$ cat src/rtl/in_service_unit_if.sv
`default_nettype none
// ============================================================================
// Module  : in_service_unit_if
// Brief   : Command and status bundle between the priority resolver / control
//           logic and the clocked in-service register.
// Revision: 1.0 - initial release
// ============================================================================
interface in_service_unit_if #(
    parameter int NUM_IRQ = 8,
    parameter int IDX_W   = $clog2(NUM_IRQ)
);
    logic [NUM_IRQ-1:0] interrupt_grant;
    logic               latch_in_service;
    logic               second_ack;
    logic               auto_eoi_mode;
    logic               eoi_nonspecific;
    logic               eoi_specific;
    logic [IDX_W-1:0]   eoi_level;
    logic               rotate_on_eoi;
    logic [NUM_IRQ-1:0] in_service_register;
    logic               highest_in_service_valid;
    logic [IDX_W-1:0]   highest_in_service_index;
    logic [IDX_W-1:0]   lowest_priority;
    logic               eoi_error;

    modport master (
        output interrupt_grant, latch_in_service, second_ack, auto_eoi_mode,
               eoi_nonspecific, eoi_specific, eoi_level, rotate_on_eoi,
        input  in_service_register, highest_in_service_valid,
               highest_in_service_index, lowest_priority, eoi_error
    );

    modport slave (
        input  interrupt_grant, latch_in_service, second_ack, auto_eoi_mode,
               eoi_nonspecific, eoi_specific, eoi_level, rotate_on_eoi,
        output in_service_register, highest_in_service_valid,
               highest_in_service_index, lowest_priority, eoi_error
    );
endinterface
`default_nettype wire

$ cat src/rtl/in_service_unit.sv
`default_nettype none
// ============================================================================
// Module  : in_service_unit
// Brief   : 8259A-style in-service register with EOI/AEOI clearing, rotating
//           priority pointer and registered EOI error flag.
// Revision: 1.0 - initial release
// ============================================================================
module in_service_unit #(
    parameter int NUM_IRQ = 8,
    parameter int IDX_W   = $clog2(NUM_IRQ)
) (
    input  wire logic         clk,
    input  wire logic         reset,
    in_service_unit_if.slave  bus
);

    localparam logic [IDX_W-1:0] c_lp_reset = IDX_W'(NUM_IRQ - 1);

    logic [NUM_IRQ-1:0] r_isr;
    logic [IDX_W-1:0]   r_lowest_priority;
    logic [IDX_W-1:0]   r_last_idx;
    logic               r_last_valid;
    logic               r_eoi_error;

    logic [NUM_IRQ-1:0] w_clear;
    logic [NUM_IRQ-1:0] w_set;
    logic               w_error;
    logic               w_rot_valid;
    logic [IDX_W-1:0]   w_rot_idx;
    logic               w_last_valid_nxt;
    logic [IDX_W-1:0]   w_last_idx_nxt;
    logic               w_level_ok;
    logic [IDX_W:0]     w_isr_hi;
    logic [IDX_W:0]     w_grant_hi;

    // Returns {found, index} of the highest-priority set bit, scanning from the
    // lowest-priority offset upward so the highest-priority hit lands last.
    function automatic logic [IDX_W:0] pick_highest(
        input logic [NUM_IRQ-1:0] vec,
        input logic [IDX_W-1:0]   lp
    );
        logic [IDX_W:0]   result;
        logic [IDX_W-1:0] p;
        int               pos;
        result = '0;
        for (int i = NUM_IRQ - 1; i >= 0; i--) begin
            pos = int'(lp) + 1 + i;
            if (pos >= NUM_IRQ) begin
                pos = pos - NUM_IRQ;
            end
            p = IDX_W'(pos);
            if (vec[p]) begin
                result = {1'b1, p};
            end
        end
        return result;
    endfunction

    generate
        if ((2 ** IDX_W) > NUM_IRQ) begin : g_level_check
            assign w_level_ok = (bus.eoi_level < IDX_W'(NUM_IRQ));
        end else begin : g_level_full
            assign w_level_ok = 1'b1;
        end
    endgenerate

    assign w_isr_hi   = pick_highest(r_isr, r_lowest_priority);
    assign w_grant_hi = pick_highest(bus.interrupt_grant, r_lowest_priority);

    // All clears and the latch look at pre-edge ISR and pre-edge priority order.
    always_comb begin
        w_clear          = '0;
        w_set            = '0;
        w_error          = 1'b0;
        w_rot_valid      = 1'b0;
        w_rot_idx        = '0;
        w_last_valid_nxt = r_last_valid;
        w_last_idx_nxt   = r_last_idx;

        if (bus.eoi_specific) begin
            if (w_level_ok) begin
                if (r_isr[bus.eoi_level]) begin
                    w_clear[bus.eoi_level] = 1'b1;
                    w_rot_valid            = 1'b1;
                    w_rot_idx              = bus.eoi_level;
                end else begin
                    w_error = 1'b1;
                end
            end
        end else if (bus.eoi_nonspecific) begin
            if (w_isr_hi[IDX_W]) begin
                w_clear[w_isr_hi[IDX_W-1:0]] = 1'b1;
                w_rot_valid                  = 1'b1;
                w_rot_idx                    = w_isr_hi[IDX_W-1:0];
            end else begin
                w_error = 1'b1;
            end
        end

        if (bus.auto_eoi_mode && bus.second_ack) begin
            if (r_last_valid && r_isr[r_last_idx]) begin
                w_clear[r_last_idx] = 1'b1;
                if (!w_rot_valid) begin
                    w_rot_valid = 1'b1;
                    w_rot_idx   = r_last_idx;
                end
            end else begin
                w_error = 1'b1;
            end
            w_last_valid_nxt = 1'b0;
        end

        if (bus.latch_in_service) begin
            if (w_grant_hi[IDX_W]) begin
                w_set[w_grant_hi[IDX_W-1:0]] = 1'b1;
                w_last_valid_nxt             = 1'b1;
                w_last_idx_nxt               = w_grant_hi[IDX_W-1:0];
            end else begin
                w_last_valid_nxt = 1'b0;
            end
        end
    end

    always_ff @(posedge clk) begin
        if (reset) begin
            r_isr             <= '0;
            r_lowest_priority <= c_lp_reset;
            r_last_idx        <= '0;
            r_last_valid      <= 1'b0;
            r_eoi_error       <= 1'b0;
        end else begin
            r_isr        <= (r_isr & ~w_clear) | w_set;
            r_last_valid <= w_last_valid_nxt;
            r_last_idx   <= w_last_idx_nxt;
            r_eoi_error  <= w_error;
            if (bus.rotate_on_eoi && w_rot_valid) begin
                r_lowest_priority <= w_rot_idx;
            end
        end
    end

    assign bus.in_service_register      = r_isr;
    assign bus.highest_in_service_valid = w_isr_hi[IDX_W];
    assign bus.highest_in_service_index = w_isr_hi[IDX_W-1:0];
    assign bus.lowest_priority          = r_lowest_priority;
    assign bus.eoi_error                = r_eoi_error;

endmodule
`default_nettype wire

$ cat src/flat_wrapper.sv
// flat-port wrapper written by rule: the top's interface ports become plain ports
module in_service_unit_flat 
#(
    parameter int NUM_IRQ = 8,
    parameter int IDX_W   = $clog2(NUM_IRQ)
)
  (clk, reset, bus_interrupt_grant, bus_latch_in_service, bus_second_ack, bus_auto_eoi_mode, bus_eoi_nonspecific, bus_eoi_specific, bus_eoi_level, bus_rotate_on_eoi, bus_in_service_register, bus_highest_in_service_valid, bus_highest_in_service_index, bus_lowest_priority, bus_eoi_error);
  in_service_unit_if #(.NUM_IRQ(NUM_IRQ), .IDX_W(IDX_W)) bus_i ();
  input  wire logic clk;
  input  wire logic reset;
  input wire logic [$bits(bus_i.interrupt_grant)-1:0] bus_interrupt_grant;
  input wire logic [$bits(bus_i.latch_in_service)-1:0] bus_latch_in_service;
  input wire logic [$bits(bus_i.second_ack)-1:0] bus_second_ack;
  input wire logic [$bits(bus_i.auto_eoi_mode)-1:0] bus_auto_eoi_mode;
  input wire logic [$bits(bus_i.eoi_nonspecific)-1:0] bus_eoi_nonspecific;
  input wire logic [$bits(bus_i.eoi_specific)-1:0] bus_eoi_specific;
  input wire logic [$bits(bus_i.eoi_level)-1:0] bus_eoi_level;
  input wire logic [$bits(bus_i.rotate_on_eoi)-1:0] bus_rotate_on_eoi;
  output wire logic [$bits(bus_i.in_service_register)-1:0] bus_in_service_register;
  output wire logic [$bits(bus_i.highest_in_service_valid)-1:0] bus_highest_in_service_valid;
  output wire logic [$bits(bus_i.highest_in_service_index)-1:0] bus_highest_in_service_index;
  output wire logic [$bits(bus_i.lowest_priority)-1:0] bus_lowest_priority;
  output wire logic [$bits(bus_i.eoi_error)-1:0] bus_eoi_error;
  assign bus_i.interrupt_grant = bus_interrupt_grant;
  assign bus_i.latch_in_service = bus_latch_in_service;
  assign bus_i.second_ack = bus_second_ack;
  assign bus_i.auto_eoi_mode = bus_auto_eoi_mode;
  assign bus_i.eoi_nonspecific = bus_eoi_nonspecific;
  assign bus_i.eoi_specific = bus_eoi_specific;
  assign bus_i.eoi_level = bus_eoi_level;
  assign bus_i.rotate_on_eoi = bus_rotate_on_eoi;
  assign bus_in_service_register = bus_i.in_service_register;
  assign bus_highest_in_service_valid = bus_i.highest_in_service_valid;
  assign bus_highest_in_service_index = bus_i.highest_in_service_index;
  assign bus_lowest_priority = bus_i.lowest_priority;
  assign bus_eoi_error = bus_i.eoi_error;
  in_service_unit #(.NUM_IRQ(NUM_IRQ), .IDX_W(IDX_W)) u_core (.clk(clk), .reset(reset), .bus(bus_i));
endmodule
$ cat config.mk
export PLATFORM = sky130hd
export DESIGN_NAME = in_service_unit_flat
export DESIGN_NICKNAME = d
export VERILOG_FILES = /design/src/rtl/in_service_unit_if.sv /design/src/rtl/in_service_unit.sv /design/src/flat_wrapper.sv
export SDC_FILE = /design/constraint.sdc
export NUM_CORES = 1
export LEC_CHECK = 0
export ABC_AREA = 1
export BUFFER_PORTS_ARGS = -buffer_cell sky130_fd_sc_hd__buf_2
export CAP_MARGIN = 15
export CORE_MARGIN = 10
export CORE_UTILIZATION = 53
export DETAILED_ROUTE_END_ITERATION = 10
export PLACE_DENSITY = 0.76
export SLEW_MARGIN = 20
export SYNTH_ARGS = -nofsm -noshare
export SYNTH_HDL_FRONTEND = slang
export SYNTH_SLANG_ARGS = --single-unit
$ cat constraint.sdc
create_clock -name clk -period 2.7 [get_ports clk]
set_clock_uncertainty 0.05 [all_clocks]
set_input_delay 0.54 -clock clk [delete_from_list [all_inputs] [get_ports clk]]
set_output_delay 0.54 -clock clk [all_outputs]
set_load 0.005 [all_outputs]
==> flow_summary.ini, run 1 <==
[routing]
routed_wl_um = 10190
drt_pre_antenna_iters = 8
viasPerCell = 5.813
drt_iter0_markers = 395
vias = 3505
wl_per_cell_um = 16.90
drcViolationCount = 0
detail-route-antenna-nets = 0

[synthesis]
yosys.area.top_type = nand2_1
synth.top_cell.area_share_pct = 34.57
syn_area_um2 = 2432
ys_seq_elements = 16
synth_common_cells = nand2_1, nand3_1, inv_1
synth-edff-count = 0
synth_ff_type = dfxtp_1
syn_area_per_cell_um2 = 5.025
syn_nets = 505
synth.most_common_cell = nand2_1
synthArstFlopShare_pct = 0
ys_top_cells_by_area = nand2_1, dfxtp_1, nand3_1
ys_seq_area_share_pct = 13.17
synth_cell_types = 37
yosys_warnings = 0
postSynthCellCount = 484

[worst_setup_path]
worstSetupPathType = register to output port
crit_path_end_kind = output port
cp-start-kind = register
cp_slowest_cell = dfxtp_1
cp_top_family = simple AND/OR/NAND/NOR gates
cp.arrival_ns = 2.43
cp_data_required_time_ns = 2.11
path_cells = inv_4 > nand2_1 > nand2_2 > nand2_1 > nand2_2 > nand2_2 > nand2_2 > a21oi_1 > nand2_1 > nand2_1 > nand2_1 > nand2_1 > nand2_2 > nand2_2 > inv_2 > buf_6
worstPathMaxFanout = 8
path_buf_inv = 3
cpPeakStageDelay_ns = 0.54

[finish]
final_nets = 573
area_growth_pct = 38.17
antenna_cells = 0
drive_gt1_share_pct = 35.03
ff_latch_area_um2 = 325.3
multi_input_comb_area_um2 = 2160
fill_cells = 344

[die]
die_w_um = 87.75
die_h_um = 87.75
die_area_um2 = 7699
core_um2 = 4414
boundaryPins = 35
start_util_pct = 55.10
rows = 24

[timing]
fmax_ghz = 0.3316
finalSetupViolCount = 7
hold_viol_final = 0
slew_headroom_pct = 70.48
rsz0062_at_grt = true
totalNegativeSetupSlack_ns = -1.092
maxSlewViolCount = 0
fin_crit_ns = 3.016
layout_setup_ws_ns = -0.3158
worst_pin_slew_ns = 0.4422
post-route-period-util_pct = 111.7

[clocking]
clock-sinks = 16
root_buffer = clkbuf_8
clk_pin_slew_worst_paths_ns = 0.07
cts_tree = built
h-tree-depth = 1
clock_latency_ns = 0.25
cts_buffer_depth = 2
numCtsBuffers = 3

[placement]
place_congestion = 1.021
hpwl_um = 6682
io_buffers = 34

[flow_run]
maxCapViolations = 0

[grt]
gr-total-overflow = 0
track_usage_pct = 22.37
grt_pass1_vias = 3048
grt_max_degree = 24
grt_pass1_wl_um = 14090
antenna_found_initial = 0

[status]
run_status = finished, violations left
violations = setup timing

[worst_hold_path]
hp-class = register to register
[layout make-up]
cell class	instances	share of cell area, %
multi-input combinational	400	64.26
timing repair buffer	76	15.90
sequential	16	9.680
inverter	55	6.590
tap	52	1.936
clock buffer	4	1.638
[timing repair]
action                     CTS  global route
hold endpoints to repair     0             0
setup endpoints to repair    4            19
hold buffers                 0             0
gates cloned                 0             0
gates resized for setup     43            68
pin swaps                   19            26
buffers inserted            12            13
[sequential cells by signal, summed over array words and instances, names as in the netlist]
register                        cells
u_core.bus.eoi_error                1
u_core.r_last_idx                   3
u_core.bus.in_service_register      8
u_core.bus.lowest_priority          3
u_core.r_last_valid                 1
[logic make-up after synthesis]
kind of cell	share of synthesized area (%)
buffers and inverters	12.91
AO/OA/AOI/OAI	15.02
adder cells (fa/ha/maj)	1.029
AND/OR/NAND/NOR	57.87
flip-flops	13.17
[worst paths after layout]
kind / depth (start not counted) / startpoint / endpoint / slack [ns]
hold / removal: 2 / u_core.r_last_valid$_SDFFE_PP0P_ / u_core.r_last_valid$_SDFFE_PP0P_ / 0.44
setup / recovery: 16 / u_core.bus.lowest_priority[2]$_SDFFE_PP1P_ / bus_highest_in_service_index[1] / -0.32
setup reg to reg: 18 / u_core.bus.lowest_priority[0]$_SDFFE_PP1P_ / u_core.bus.lowest_priority[1]$_SDFFE_PP1P_ / -0.12
hold reg to reg: 2 / u_core.r_last_valid$_SDFFE_PP0P_ / u_core.r_last_valid$_SDFFE_PP0P_ / 0.44
[worst register-to-register path: stages (launching register included)]
cell and delay [ns]:
dfxtp_4 0.37, inv_4 0.04, ha_4 0.33, buf_6 0.14, nand3_1 0.17, nand3_2 0.18, nand2_2 0.11, buf_4 0.16
nor2_4 0.09, nand3_4 0.08, or2_4 0.25, buf_4 0.15, nand2_4 0.07, nand3_2 0.07, nand2_2 0.10, inv_2 0.05
or2_0 0.19, nand2_1 0.06, nand2_1 0.04
[metal layers]
layer	up-vias	GRT usage [%]	wire length (µm)
met4	0	12.61	739
met5	-	0	0
met1	1526	24.43	3678
met2	237	38.56	4808
li1	1665	-	-
met3	77	5.478	968
[placed cells by master, fill, tap and decap left out, types with 3 or more instances in the layout]
cell type,count
nand2_1,184
nand2_2,46
inv_1,43
buf_4,36
nand3_1,32
buf_2,31
nor2_1,26
a21oi_1,20
nand3_2,19
dfxtp_1,14
nand2_4,11
o21ai_0,11
inv_2,8
a21oi_2,8
buf_6,7
o21ai_1,6
o211ai_1,4
clkbuf_8,4
inv_4,3
nor2_2,3
nor2_4,3
a31oi_1,3
[through the flow]
stage	hold WS, ns	area, µm²	setup WS [ns]	std cells	util, %
6_report	0.4420	3361	-0.3158	603	76.13
5_1_grt	0.4767	3361	-0.4121	603	76.13
4_1_cts	0.4427	3029	-0.05536	590	68.62
3_5_place_dp	0.4340	2729	0.06307	574	61.82
3_3_place_gp	0.4202	2729	0.08598	574	61.82
2_1_floorplan	0.4069	2472	0.0005056	484	-
Power of run 1 is not shown: default switching activity piles up to over one toggle a cycle in this logic, so the estimate is an artifact.
==> run 2: changes to the inputs <==
- GPL_TIMING_DRIVEN: default -> 0
==> flow_summary.ini, run 2 (synthesis gave the netlist of run 1 again) <==
[status]
run_status = finished, violations left
violations = setup timing

[grt]
grt_pass1_wl_um = 14110
antenna_found_initial = 0
track_usage_pct = 22.24
grt_max_degree = 11
grt_pass1_vias = 3058
gr-total-overflow = 0

[clocking]
postCtsHoldBufs = 0
cts_tree = built
cts_buffer_depth = 2
numCtsBuffers = 3
root_buffer = clkbuf_8
clock-sinks = 16
clk_pin_slew_worst_paths_ns = 0.07
h-tree-depth = 1
clock_latency_ns = 0.25

[die]
die_h_um = 87.75
die_area_um2 = 7699
core_um2 = 4414
boundaryPins = 35
start_util_pct = 55.10
die_w_um = 87.75
rows = 24

[finish]
area_growth_pct = 40.95
final_nets = 574
fin_cells = 604
ff_latch_area_um2 = 324.1
antenna_cells = 0
final_common_cell = nand2_1
final_util_pct = 77.66
fill_cells = 333
multi_input_comb_area_um2 = 2197
drive_gt1_share_pct = 35.33
largest_reg_flops = 8
final_cell_mix = nand2_1, inv_1, nand2_2, nand3_1, buf_2

[worst_setup_path]
r2r_slack_ns = -0.33
worstPathMaxFanout = 6
cp-start-kind = register
crit_path_end_kind = output port
cp.arrival_ns = 2.55
worstSetupPathType = register to output port
cp_data_required_time_ns = 2.11

[timing]
rsz0062_at_grt = true
worst_pin_slew_ns = 0.5365
layout_setup_ws_ns = -0.4403
finalSetupViolCount = 20
slew_headroom_pct = 64.23
hold_viol_final = 0
fmax_ghz = 0.3184
post-route-period-util_pct = 116.3
maxSlewViolCount = 0
hold-worst-slack_ns = 0.4760
fin_crit_ns = 3.140

[placement]
placed_cells = 570
place_congestion = 1.017
hpwl_um = 6559
io_buffers = 34

[routing]
wl_per_cell_um = 16.25
detail-route-antenna-nets = 0
viasPerCell = 5.826
drcViolationCount = 0
drt_iter0_markers = 445
vias = 3519
routed_wl_um = 9814
drt_pre_antenna_iters = 6

[worst_hold_path]
hp-class = register to register

[flow_run]
maxCapViolations = 0
[run 2: changes by cell type in the layout (fill, tap and decap cells not counted), sizes merged]
cell and change:
buf -2, clkinv +1, inv -1, clkbuf +3
[run 2: layout make-up]
cell class                      count  share of cell area [%]
Multi-Input combinational cell    400                   64.09
Timing Repair Buffer               65                   12.88
Sequential cell                    16                   9.453
Inverter                           55                   6.679
Buffer                             12                   3.394
Tap cell                           52                   1.898
Clock buffer                        4                   1.606
[run 2: timing repair]
action / in CTS / in global routing
cloned: 0 / 0
setup endpoints to repair: 19 / 20
pin swaps: 18 / 31
endpoints found under the hold margin: 0 / 0
setup buffers: 17 / 14
gates resized for setup: 69 / 61
[run 2: worst max-delay path, cell delays in order (launching register included)]
cell,delay [ns]
dfxtp_4,0.37
inv_6,0.03
buf_8,0.11
buf_8,0.12
ha_4,0.35
buf_4,0.15
nand3_1,0.11
nand2_2,0.15
nand2_2,0.09
nand2_2,0.10
inv_2,0.06
nand2_2,0.05
nand3_2,0.06
nand2_2,0.08
nand2_1,0.06
nand2_1,0.05
nand2_1,0.06
nand2_2,0.07
nand2_4,0.06
inv_4,0.06
buf_6,0.08
[run 2: worst paths after layout]
kind / startpoint / to / depth (start not counted)
max: u_core.bus.lowest_priority[0]$_SDFFE_PP1P_ / bus_highest_in_service_index[1] / 20
min: u_core.r_last_valid$_SDFFE_PP0P_ / u_core.r_last_valid$_SDFFE_PP0P_ / 2
max reg2reg: u_core.bus.lowest_priority[0]$_SDFFE_PP1P_ / u_core.bus.in_service_register[7]$_SDFF_PP0_ / 25
min reg2reg: u_core.r_last_valid$_SDFFE_PP0P_ / u_core.r_last_valid$_SDFFE_PP0P_ / 2
[run 2: per-stage QoR]
stage / setup slack (ns) / TNS [ns] / instance area (µm²)
2_1_floorplan: 0.0005056 / 0 / 2472
3_3_place_gp: -0.4595 / -3.753 / 2708
3_5_place_dp: -0.4626 / -4.417 / 2708
4_1_cts: -0.3159 / -2.668 / 3112
5_1_grt: -0.5745 / -8.293 / 3428
6_report: -0.4403 / -5.552 / 3428
[run 2: routing by layer]
metal	global-route usage, %	up-vias	share of wire [%]	wire length (µm)
met5	0	-	0	0
met4	10.14	0	6.0	592
met3	3.343	67	8.3	817
met2	39.62	233	48	4666
met1	25.36	1547	38	3737
li1	-	1672	-	-
Power of run 2 is left out for the same reason.
